`src/rtl/lc3_pkg.sv`:
```
// LC-3 memory-access sequencer shared definitions.
// Opcodes, FSM state encoding and address mux select codes.
package lc3_pkg;

  localparam logic [3:0] OP_LD  = 4'b0010;
  localparam logic [3:0] OP_LDI = 4'b1010;
  localparam logic [3:0] OP_LDR = 4'b0110;
  localparam logic [3:0] OP_LEA = 4'b1110;
  localparam logic [3:0] OP_ST  = 4'b0011;
  localparam logic [3:0] OP_STI = 4'b1011;
  localparam logic [3:0] OP_STR = 4'b0111;

  localparam logic       ADDR1_PC    = 1'b0;
  localparam logic       ADDR1_BASE  = 1'b1;
  localparam logic [1:0] ADDR2_ZERO  = 2'b00;
  localparam logic [1:0] ADDR2_OFF6  = 2'b01;
  localparam logic [1:0] ADDR2_OFF9  = 2'b10;
  localparam logic [1:0] ADDR2_OFF11 = 2'b11;

  typedef enum logic [2:0] {
    S_IDLE,
    S_ADDR,
    S_RD,
    S_RD2,
    S_WR,
    S_WB
  } state_e;

endpackage

```
`src/rtl/lc3_nzp_gen.sv`:
```
// Condition-code generator: 16-bit value to {neg,zero,pos}.
module lc3_nzp_gen (
  input  logic [15:0] data,
  output logic [2:0]  nzp
);

  always_comb begin
    nzp = 3'b001;
    unique case (1'b1)
      data[15]:         nzp = 3'b100;
      (data == 16'h0):  nzp = 3'b010;
      default:          nzp = 3'b001;
    endcase
  end

endmodule

```
`src/rtl/lc3_mem_access_ctrl.sv`:
```
// LC-3 LD/LDI/LDR/LEA/ST/STI/STR sequencer with MAR/MDR and memory handshake.
// Optional per-access wait timeout enabled by LC3_MEM_TIMEOUT_EN.
module lc3_mem_access_ctrl
  import lc3_pkg::*;
#(
  parameter int TIMEOUT_CYCLES = 15
) (
  input  logic        clk,
  input  logic        reset,
  input  logic        start,
  input  logic [15:0] ir,
  input  logic [15:0] addr_in,
  input  logic [15:0] sr_data,
  output logic        addr1_mux,
  output logic [1:0]  addr2_mux,
  output logic        mem_en,
  output logic        mem_we,
  output logic [15:0] mem_addr,
  output logic [15:0] mem_wdata,
  input  logic [15:0] mem_rdata,
  input  logic        mem_ready,
  output logic        reg_we,
  output logic [2:0]  dr,
  output logic [15:0] reg_wdata,
  output logic [2:0]  nzp,
  output logic        busy,
  output logic        done,
  output logic        err
);

  localparam int CW = $clog2(TIMEOUT_CYCLES + 1);

  state_e        state_q, state_d;
  logic [15:0]   ir_q, ir_d;
  logic [15:0]   mar_q, mar_d;
  logic [15:0]   mdr_q, mdr_d;
  logic [2:0]    nzp_q, nzp_d;
  logic [2:0]    nzp_new;
  logic [CW-1:0] cnt_q, cnt_d;
  logic [3:0]    op;
  logic [15:0]   wb_val;
  logic          tmo;

  assign op     = ir_q[15:12];
  assign wb_val = (op == OP_LEA) ? mar_q : mdr_q;

`ifdef LC3_MEM_TIMEOUT_EN
  assign tmo = (cnt_q == CW'(TIMEOUT_CYCLES));
`else
  assign tmo = 1'b0;
`endif

  lc3_nzp_gen u_nzp (
    .data (wb_val),
    .nzp  (nzp_new)
  );

  assign mem_addr = mar_q;
  assign dr       = ir_q[11:9];
  assign nzp      = nzp_q;
  assign busy     = (state_q != S_IDLE);

  always_comb begin
    state_d   = state_q;
    ir_d      = ir_q;
    mar_d     = mar_q;
    mdr_d     = mdr_q;
    nzp_d     = nzp_q;
    cnt_d     = cnt_q;
    addr1_mux = ADDR1_PC;
    addr2_mux = ADDR2_ZERO;
    mem_en    = 1'b0;
    mem_we    = 1'b0;
    mem_wdata = 16'h0;
    reg_we    = 1'b0;
    reg_wdata = 16'h0;
    done      = 1'b0;
    err       = 1'b0;
    unique case (state_q)
      S_IDLE: begin
        if (start) begin
          ir_d    = ir;
          state_d = S_ADDR;
        end
      end
      S_ADDR: begin
        mar_d = addr_in;
        cnt_d = '0;
        unique case (op)
          OP_LEA: begin
            addr2_mux = ADDR2_OFF9;
            state_d   = S_WB;
          end
          OP_LD, OP_LDI, OP_STI: begin
            addr2_mux = ADDR2_OFF9;
            state_d   = S_RD;
          end
          OP_ST: begin
            addr2_mux = ADDR2_OFF9;
            state_d   = S_WR;
          end
          OP_LDR: begin
            addr1_mux = ADDR1_BASE;
            addr2_mux = ADDR2_OFF6;
            state_d   = S_RD;
          end
          OP_STR: begin
            addr1_mux = ADDR1_BASE;
            addr2_mux = ADDR2_OFF6;
            state_d   = S_WR;
          end
          default: begin
            err     = 1'b1;
            done    = 1'b1;
            state_d = S_IDLE;
          end
        endcase
      end
      S_RD, S_RD2: begin
        mem_en = 1'b1;
        if (tmo) begin
          mem_en  = 1'b0;
          err     = 1'b1;
          done    = 1'b1;
          state_d = S_IDLE;
        end else if (mem_ready) begin
          cnt_d = '0;
          mdr_d = mem_rdata;
          // First read of an indirect op fetches the pointer
          if (state_q == S_RD && op == OP_LDI) begin
            mar_d   = mem_rdata;
            state_d = S_RD2;
          end else if (state_q == S_RD && op == OP_STI) begin
            mar_d   = mem_rdata;
            state_d = S_WR;
          end else begin
            state_d = S_WB;
          end
        end else begin
          cnt_d = cnt_q + CW'(1);
        end
      end
      S_WR: begin
        mem_en    = 1'b1;
        mem_we    = 1'b1;
        mem_wdata = sr_data;
        if (tmo) begin
          mem_en  = 1'b0;
          mem_we  = 1'b0;
          err     = 1'b1;
          done    = 1'b1;
          state_d = S_IDLE;
        end else if (mem_ready) begin
          cnt_d   = '0;
          done    = 1'b1;
          state_d = S_IDLE;
        end else begin
          cnt_d = cnt_q + CW'(1);
        end
      end
      S_WB: begin
        reg_we    = 1'b1;
        reg_wdata = wb_val;
        nzp_d     = nzp_new;
        done      = 1'b1;
        state_d   = S_IDLE;
      end
      default: state_d = S_IDLE;
    endcase
  end

  always_ff @(posedge clk or posedge reset) begin
    if (reset) begin
      state_q <= S_IDLE;
      ir_q    <= 16'h0;
      mar_q   <= 16'h0;
      mdr_q   <= 16'h0;
      nzp_q   <= 3'b010;
      cnt_q   <= '0;
    end else begin
      state_q <= state_d;
      ir_q    <= ir_d;
      mar_q   <= mar_d;
      mdr_q   <= mdr_d;
      nzp_q   <= nzp_d;
      cnt_q   <= cnt_d;
    end
  end

endmodule
```
`config.mk`:
```
export PLATFORM = sky130hd
export DESIGN_NAME = lc3_mem_access_ctrl
export DESIGN_NICKNAME = d
export VERILOG_FILES = /design/src/rtl/lc3_pkg.sv /design/src/rtl/lc3_nzp_gen.sv /design/src/rtl/lc3_mem_access_ctrl.sv
export SDC_FILE = /design/constraint.sdc
export NUM_CORES = 1
export LEC_CHECK = 0
export CORE_UTILIZATION = 44
export DETAILED_ROUTE_END_ITERATION = 8
export PLACE_DENSITY = 0.95
export SETUP_SLACK_MARGIN = 0.05
export SLEW_MARGIN = 30
export SYNTH_ARGS = -nofsm -noshare
export SYNTH_HDL_FRONTEND = slang
export SYNTH_SLANG_ARGS = --single-unit
```
`constraint.sdc`:
```
create_clock -name clk -period 4.3 [get_ports clk]
set_input_delay 1.29 -clock clk [delete_from_list [all_inputs] [get_ports clk]]
set_output_delay 1.29 -clock clk [all_outputs]
set_load 0.02 [all_outputs]
```
==> results.txt <==
The flow ran to the end, and the final reports show no timing, DRC or antenna violations. In this run the number of H-tree levels came out at 2. The count of hold buffers inserted by post-cts repair was 0.

The sequential share of power came out at 31.8%. The core region area was 5640 µm². The category of the most critical setup path was in2out. Setup repair after global routing left no endpoint under its margin. The tools report the buffers inserted during post-CTS setup optimization as 0. The run gives 45 as the count of clock tree sinks.

The average size of a mapped cell came out at 10.6 µm². The die covers 6330 µm². The final cell utilization of the core came out at 70.2%. For this run, the leading register cell type out of synthesis is sky130_fd_sc_hd__dfrtp_1. The count of vias placed by the detailed router was 2354; the length of the first detailed-routing pass in iterations was 4. Setup violations remaining at the end of the flow were counted as 0.

Of the total power, combinational logic draws 56.7%. Input and output buffers added on the ports amount to 121. The global-route usage over all layers was 23.9%.

Wire length of the first global-routing pass: 11.7 mm. Leaving out fill and tap cells, the most frequent cell in the layout is sky130_fd_sc_hd__clkdlybuf4s50_1. Once the floorplan was initialized, standard cells occupied 46.9% of the core.

Number of hold violations in the final report: 0. Routability-driven placement finished with a final weighted congestion of 0.770. The top cell types in the final layout, fill and taps aside, are 121 x sky130_fd_sc_hd__clkdlybuf4s50_1, 44 x sky130_fd_sc_hd__dfrtp_1, 43 x sky130_fd_sc_hd__mux2_2. Summed over all cells, the static leakage comes to 1.67 nW. The share of async-settable or async-resettable flops after synthesis is 100%, and the global-route congestion overflow total is 0. The synthesis warning total was 0.

STA classifies the critical path startpoint as a primary input. Cell area after placement: 3850 µm². Once detailed placement completed, the half-perimeter wirelength came to 5.43 mm. The via count of the first global-routing pass was 2325. Cells with a size suffix above 1 make up 20.7% of the layout. The logs give 7.36 mm for the aggregate routed wire length and 0 for the total count of max-transition violations in the final report.

The run gives 0 as the number of gates resized after CTS. For the pin with the worst max-slew slack, the measured transition is 0.778 ns. The chip width came out at 79.6 µm. Register area share after synthesis: 42.6%.

Counting flops and latches in the post-synthesis netlist gives 45. After detailed routing, the average wire length per cell comes to 16.9 µm. The repair_antennas step left the layout with diodes totalling 0.

The peak supply drop was 0.418 mV. Headroom to the max-slew limit came out at 48.1%. The run gives 0 as the number of max-cap violations. Counting the buffers created by CTS gives 5. By area the synthesized netlist is led by sky130_fd_sc_hd__dfrtp_1 42%, sky130_fd_sc_hd__mux2_2 18%, sky130_fd_sc_hd__nand2_1 5.8%. Synthesized net count: 317.

The cell at the root of the clock tree is sky130_fd_sc_hd__clkbuf_8. Entering global routing, the biggest net connects 46 pins. The power dissipated by switching net loads was 1.13 mW. After detailed routing, the number of remaining DRC violations is 0. For the clock share of power, the log shows 11.6%. No sink is reached through more buffers than the 2 on the longest clock path. Summed over its instances, the top area cell type makes up 41.6% of the synthesized netlist area. The final antenna-violating net count was 0. After floorplanning, the core was divided into 27 placement rows. After the first detailed-routing iteration, the DRC count stood at 160. The synthesized netlist contains 42 unique library cells. STA classifies the critical path endpoint as a primary output.

Counting every instance in the synthesized netlist gives 249. The number of vias per cell after detailed routing was 5.41; the arrival time reported for the critical path endpoint was 2.62 ns. Data on the critical path is required at its endpoint by 3.01 ns.

In this run the worst path has a maximum fanout of 2. Counting flops with a built-in enable in the synthesized netlist gives 0. The logs give 0 for the initial antenna violation count and 256 MHz for the maximum frequency from static timing analysis. The cell taking the most area after synthesis was sky130_fd_sc_hd__dfrtp_1. The number of nets in the finished design was 430; the final worst-path cycle share was 90.9%. Clock-pin slew was measured on the worst setup and hold paths at 0.08 ns. The area growth from synthesis to layout is 49.7%. The cell area after synthesis was 2650 µm²; the switching fraction of total power was 40.6%.

The final cell area excluding filler cells came out at 3960 µm². The die is 79.6 µm tall. In this run the count of I/O pins placed on the die edge is 131. The clock period could shrink to 3.91 ns. TritonCTS built the clock tree. Adding up every negative setup slack in the final design gives 0 ns. Power spread over the standard cell area amounts to 702 nW/µm². Path category of the worst min-delay check: reg2reg. Internal power comes to 1.65 mW. The clock arrives with 0.0123 ns of skew. The clock reaches the later pin of the worst-skew pair after 0.30 ns.
## path summary, 6_finish.rpt
| path | startpoint | slack, ns | cells past startpoint | end |
|---|---|---|---|---|
| hold reg to reg | nzp[2] | 0.48 | 1 | nzp[2] |
| setup / recovery | mem_ready | 0.39 | 4 | done |
| setup reg to reg | state_q[2] | 2.27 | 5 | mem_addr[12] |
| hold / removal | nzp[2] | 0.48 | 1 | nzp[2] |
| min in group asynchronous | reset | 1.44 | 2 | mem_addr[13] |
| max in group asynchronous | reset | 2.38 | 2 | mdr_q[2] |
## final cells by class
type	instances	area, µm²
clock inverters	2	38.8
clock buffers	6	72.6
repair buffers	127	1260
fillers	436	1680
inverters	6	23.8
well taps	72	90.1
flip-flops and latches	45	1130
multi-input cells	177	1350
## cell families (layout without fill, tap and decap cells)
family          count (synthesis)  after routing  synth area share (%)
buf+inv                        27            141                  6.24
simple gates                   84             84                  17.6
mux                            54             54                  24.3
flops                          45             45                  42.6
compound gates                 39             39                  9.17
## cells in the mapped netlist (2+ instances only)
cell type and number:
sky130_fd_sc_hd__nor4_1 10, sky130_fd_sc_hd__o31ai_1 2, sky130_fd_sc_hd__o21ai_0 7, sky130_fd_sc_hd__buf_6 2
sky130_fd_sc_hd__buf_2 5, sky130_fd_sc_hd__mux2_4 10, sky130_fd_sc_hd__inv_1 6, sky130_fd_sc_hd__buf_1 2
sky130_fd_sc_hd__buf_4 4, sky130_fd_sc_hd__a21oi_1 21, sky130_fd_sc_hd__nor2_4 2, sky130_fd_sc_hd__and3_1 16
sky130_fd_sc_hd__nor2_1 3, sky130_fd_sc_hd__mux2_2 43, sky130_fd_sc_hd__dfrtp_1 44, sky130_fd_sc_hd__and4_1 2
sky130_fd_sc_hd__nand2_1 41, sky130_fd_sc_hd__clkbuf_1 5
## per-stage QoR
step | hold WS [ns] | cells | total power [mW] | worst slack [ns]
floorplan | 0.482 | 249 | 1.90 | 1.19
global placement | 0.463 | 427 | 2.41 | 0.404
detailed placement | 0.469 | 427 | 2.47 | 0.398
CTS | 0.487 | 435 | 2.79 | 0.391
global route | 0.502 | 435 | 2.94 | 0.320
finish | 0.483 | 435 | 2.78 | 0.391
## flip-flops by register name, indices dropped and copies added, names as in the netlist
register,flops
ir_q,7
mdr_q,16
mem_addr,16
nzp,3
state_q,3
## critical path, stage by stage
cell and delay (ns):
sky130_fd_sc_hd__clkdlybuf4s50_1 0.50, sky130_fd_sc_hd__nand2_1 0.06, sky130_fd_sc_hd__a21oi_1 0.14, sky130_fd_sc_hd__clkdlybuf4s50_1 0.63
## routing by layer
| layer | vias to the layer above | track usage (%) | wire length (µm) |
|---|---|---|---|
| met5 | - | 0 | 0 |
| met4 | 0 | 6.18 | 91 |
| met3 | 10 | 4.00 | 384 |
| met2 | 84 | 40.3 | 3850 |
| met1 | 1148 | 31.7 | 3030 |
| li1 | 1112 | - | - |
## power by group through the flow
stage | Combinational (mW) | Clock, mW | Sequential, mW
floorplan | 1.01 | 0 | 0.895
global placement | 1.53 | 0 | 0.872
detailed placement | 1.58 | 0 | 0.887
CTS | 1.58 | 0.329 | 0.879
global route | 1.68 | 0.347 | 0.917
finish | 1.58 | 0.322 | 0.884
Note: power is estimated with default switching activity, not from simulation.
